### config.mk
export PLATFORM = sky130hd
export DESIGN_NAME = grf_dumper
export DESIGN_NICKNAME = d
export VERILOG_FILES = /design/src/rtl/cpu_defs_pkg.sv /design/src/rtl/grf_dumper.sv
export SDC_FILE = /design/constraint.sdc
export NUM_CORES = 1
export LEC_CHECK = 0
export ABC_AREA = 1
export CORE_MARGIN = 2
export CORE_UTILIZATION = 41
export CTS_CLUSTER_SIZE = 8
export DETAILED_ROUTE_END_ITERATION = 7
export PLACE_DENSITY = 0.8
export SLEW_MARGIN = 20
export SYNTH_ARGS = -nofsm -noshare
export SYNTH_HDL_FRONTEND = slang
export SYNTH_SLANG_ARGS = --single-unit
### constraint.sdc
create_clock -name Clk -period 1.5 [get_ports Clk]
set_input_delay 0.3 -clock Clk [delete_from_list [all_inputs] [get_ports Clk]]
set_output_delay 0.3 -clock Clk [all_outputs]
set_load 0.02 [all_outputs]
### src/rtl/cpu_defs_pkg.sv
// Shared CPU definitions: register-file geometry and the GRF dumper state encoding.
package cpu_defs;

  localparam int NREG     = 32;
  localparam int AW       = 5;
  localparam int DW       = 32;
  localparam int LAST_REG = 31;

  typedef enum logic [1:0] {
    ST_IDLE  = 2'd0,
    ST_FETCH = 2'd1,
    ST_EMIT  = 2'd2,
    ST_DONE  = 2'd3
  } state_e;

endpackage

### src/rtl/grf_dumper.sv
// Walks GRF $1..$NREG-1 through a spare read port, one {PC, idx, value} record per 2 cycles.
// Records hold stable under OutReady low; Done pulses once after the last record.
module grf_dumper #(
  parameter int NREG      = cpu_defs::NREG,
  parameter int AW        = cpu_defs::AW,
  parameter int DW        = cpu_defs::DW,
  parameter bit SKIP_ZERO = 1'b0
) (
  input  logic          Clk,
  input  logic          Rst_n,
  input  logic          Start,
  input  logic [31:0]   PC,
  output logic [AW-1:0] RA,
  input  logic [DW-1:0] RD,
  output logic          Busy,
  output logic          OutValid,
  input  logic          OutReady,
  output logic [AW-1:0] OutIdx,
  output logic [DW-1:0] OutData,
  output logic [31:0]   OutPC,
  output logic          Done
);
  import cpu_defs::state_e, cpu_defs::ST_IDLE, cpu_defs::ST_FETCH,
         cpu_defs::ST_EMIT, cpu_defs::ST_DONE;

  localparam logic [AW-1:0] LAST_IDX = AW'(NREG - 1);

  state_e        state_q, state_d;
  logic [AW-1:0] idx_q, idx_d;
  logic [AW-1:0] out_idx_q, out_idx_d;
  logic [DW-1:0] out_dat_q, out_dat_d;
  logic [31:0]   out_pc_q, out_pc_d;
  logic          skip_rd;
  logic          last_idx;

  assign skip_rd  = SKIP_ZERO && (RD == '0);
  assign last_idx = (idx_q == LAST_IDX);

  always_ff @(posedge Clk or negedge Rst_n) begin
    if (!Rst_n) begin
      state_q   <= ST_IDLE;
      idx_q     <= '0;
      out_idx_q <= '0;
      out_dat_q <= '0;
      out_pc_q  <= '0;
    end else begin
      state_q   <= state_d;
      idx_q     <= idx_d;
      out_idx_q <= out_idx_d;
      out_dat_q <= out_dat_d;
      out_pc_q  <= out_pc_d;
    end
  end

  always_comb begin
    state_d = state_q;
    case (state_q)
      ST_IDLE:  if (Start) state_d = ST_FETCH;
      ST_FETCH: begin
        if (!skip_rd)      state_d = ST_EMIT;
        else if (last_idx) state_d = ST_DONE;
      end
      ST_EMIT:  if (OutReady) state_d = last_idx ? ST_DONE : ST_FETCH;
      ST_DONE:  state_d = ST_IDLE;
      default:  state_d = ST_IDLE;
    endcase
  end

  // The record is latched at the FETCH edge, so a same-cycle GRF write is not seen.
  always_comb begin
    idx_d     = idx_q;
    out_idx_d = out_idx_q;
    out_dat_d = out_dat_q;
    out_pc_d  = out_pc_q;
    case (state_q)
      ST_IDLE: begin
        if (Start) begin
          out_pc_d = PC;
          idx_d    = AW'(1);
        end
      end
      ST_FETCH: begin
        if (!skip_rd) begin
          out_dat_d = RD;
          out_idx_d = idx_q;
        end else if (!last_idx) begin
          idx_d = idx_q + 1'b1;
        end
      end
      ST_EMIT: begin
        if (OutReady && !last_idx) idx_d = idx_q + 1'b1;
      end
      default: ;
    endcase
  end

  always_comb begin
    RA       = '0;
    Busy     = 1'b1;
    OutValid = 1'b0;
    Done     = 1'b0;
    case (state_q)
      ST_IDLE:  Busy     = 1'b0;
      ST_FETCH: RA       = idx_q;
      ST_EMIT:  OutValid = 1'b1;
      ST_DONE:  Done     = 1'b1;
      default: ;
    endcase
  end

  assign OutIdx  = out_idx_q;
  assign OutData = out_dat_q;
  assign OutPC   = out_pc_q;

endmodule

==> run metrics <==
residual DRC count=0; clk sink count=76; switching share of power=42.25%; routability cong.=0.8242; grt ovf=0; final hold slack=469.1 ps; nature of the critical path endpoint=output pin; Synth Warn #=0; Max Slew Vio Count=0; Hold Path End=OutPC[22]; Area Growth Syn to Fin=56.66%; CTS tree=done; first-pass GRT wire length=13580 µm; clock share of power=16.2%; port bufs=144; largest net degree at the start of global routing=77; Pint=0.005922 W; FF-to-FF Start=state_q[0]; XOR/XNOR share of the synthesized area=0%; reg-to-reg endpoint=idx_q[2]; post-DR vias/cell=4.801; crit path cell chain=inv_2, nand2_2, nor2_1, buf_4; R2R Setup Slk=50 ps; violated checks=setup timing; mux contribution to synthesized area=0%; Tcrit/Tclk final=100.2%; Synth Area in Simple Gates=32.07%; Worst Slack Setup Final=-2.798 ps; DP HPWL=5882 µm; leakage=2.611 nW; skew final=10.24 ps; WL final=8224 µm; die width=91.37 µm; pwr dens=2092 mW/mm²; layout cells sized above 1=10.72%; final core occ=66.87%; Gate power share=49.8%; crit path DAT=1200 ps; Startpoint Class=register; Synth Cell Area=0.003129 mm²; Hold Path Stages=2; I/O Pins=145; NetSw=0.004334 W; status=finished with violations; Rel. slew slack=73.42%; post-route ant nets=0; Max Fclk=665.4 MHz; min-delay src=OutPC[22]; Hold Path Class=register to register; NumNets Final=579; Worst-Margin Slew=398.8 ps; Post-Syn Instances=355; Hold Vio Cnt, Final=0; diodes inserted=0; initial drt markers=104; vias in the first global route=2850; CTS Buffer Depth=2; Clock transition at path regs=70 ps; Avg WL per Cell=13.44 µm; Starting Density=42.69%; first-pass iteration count of the detailed router=7; main combinational cell family by area after synthesis=simple AND/OR/NAND/NOR gates; Setup-failing EPs final=2; full die area=0.008348 mm²; Avg Cell Area, Syn=8.815 µm²; Reg2Reg Depth=9; #FFs+latches synth=76; VDD IR max=0.9784 mV; Worst Path Class, Setup=register to output pin; Core Rows=31; Seq/Total Area, Yosys=60.78%; Max stage delay on crit path=400 ps; Crit Path Max Fanout=8; Syn Nets=425; Final min period=1503 ps; clock network latency to the later pin of the worst-skew pair=330 ps; Die H=91.37 µm; total number of vias=2938; max cap viols=0; Num CTS Buffers=9; initial antenna violation count=0; synth unique cells=16; H-tree depth=3; adder-cell share of the synthesized area=0.7997%; RSZ-0062 raised after global routing=true; Core Box Area=0.007331 mm²; fraction of power consumed by sequential logic=33.9%; slowest cell on the critical path=dfrtp_1; root buffer cell=clkbuf_8; Overall Global Routing Usage=20.28%; Required @ worst endpoint=1200 ps; Synth Area in Compound Gates=1.040%
-- logic make-up (layout without fill, tap and decap cells) --
| family | after synthesis | in the layout |
|---|---|---|
| AND/OR/NAND/NOR | 236 | 236 |
| flip-flops | 76 | 76 |
| buffers and inverters | 35 | 193 |
| AO/OA/AOI/OAI | 6 | 6 |
| adder cells (fa/ha/maj) | 2 | 2 |
-- cell usage after synthesis (all sizes together) --
| cell | n | area, µm² |
|---|---|---|
| clkbuf | 6 | 22.52 |
| nand3 | 68 | 340.3 |
| nand2 | 157 | 601.8 |
| nor2 | 9 | 48.80 |
| buf | 16 | 95.09 |
| o211ai | 1 | 7.510 |
| dfrtp | 76 | 1902 |
| inv | 13 | 48.79 |
| o21ai | 5 | 25.02 |
| nand4 | 2 | 12.51 |
| ha | 2 | 25.02 |
-- how the worst max path moves through the flow --
stage	depth (start not counted)	slack (ps)	startpoint	to
3_3_place_gp	3	-150	state_q[0]	RA[1]
5_1_grt	4	-70	state_q[0]	Busy
4_1_cts	4	-90	state_q[0]	Busy
2_1_floorplan	4	110	state_q[1]	RA[0]
6_report	4	-3	state_q[1]	RA[2]
3_5_place_dp	3	-210	state_q[0]	RA[2]
-- state kept, by name, indices dropped and copies added (netlist names) --
name	count
OutData	32
OutIdx	5
state_q	2
OutPC	32
idx_q	5
-- layout by cell type (no fill, tap or decap), drive strengths merged --
master / instances
nand2: 157
dfrtp: 76
dlygate4sd2: 69
nand3: 68
clkdlybuf4s50: 66
buf: 29
inv: 13
clkbuf: 11
nor2: 9
o21ai: 5
nand4: 2
bufinv: 2
ha: 2
clkinv: 2
o211ai: 1
dlygate4sd3: 1
-- power by group through the flow --
stage               logic [W]  clock network [W]  registers (W)
floorplan             0.00189                  0        0.00457
global placement      0.00548                  0        0.00351
detailed placement    0.00559                  0        0.00355
CTS                   0.00507            0.00170        0.00350
global route          0.00559            0.00178        0.00360
finish                0.00511            0.00166        0.00348
-- metal layers --
metal,vias up,global-route usage [%],share of wire (%)
met5,-,0,0
met4,0,6.439,0.89
li1,1431,-,-
met2,134,32.96,47
met3,7,5.145,8.2
met1,1366,26.74,44
-- metrics by stage --
step | area, µm² | TNS (ps) | power [W] | setup slack [ps] | instances
2_1_floorplan | 3129 | 0 | 0.006466 | 108.5 | 355
3_3_place_gp | 4712 | -890.2 | 0.008994 | -154.8 | 591
3_5_place_dp | 4712 | -1105 | 0.009135 | -214.7 | 591
4_1_cts | 4863 | -191.8 | 0.01027 | -94.04 | 609
5_1_grt | 4902 | -860.6 | 0.01097 | -67.70 | 612
6_report | 4902 | -4.351 | 0.01026 | -2.798 | 612
-- cell type report --
type,instances,area [µm²]
clock buffers,11,141.4
multi-input cells,244,1066
repair buffers,165,1545
fillers,627,2429
inverters,13,48.80
well taps,99,123.9
clock inverters,4,73.82
flip-flops and latches,76,1903
-- worst max-delay path: cells and delay by family (launching register included) --
kind,cells,cell delay (ps)
DFF,1,400
buffers and inverters,2,250
and+or+nand+nor,2,230
-- what timing repair did --
item                                   CTS  global route
pin swaps                                1             3
gates resized for setup                110             7
hold buffers                             1             0
endpoints found under the hold margin   75             0
setup endpoints to repair               77            43
setup buffers                            2             3
(Power assumes the default switching activity.)
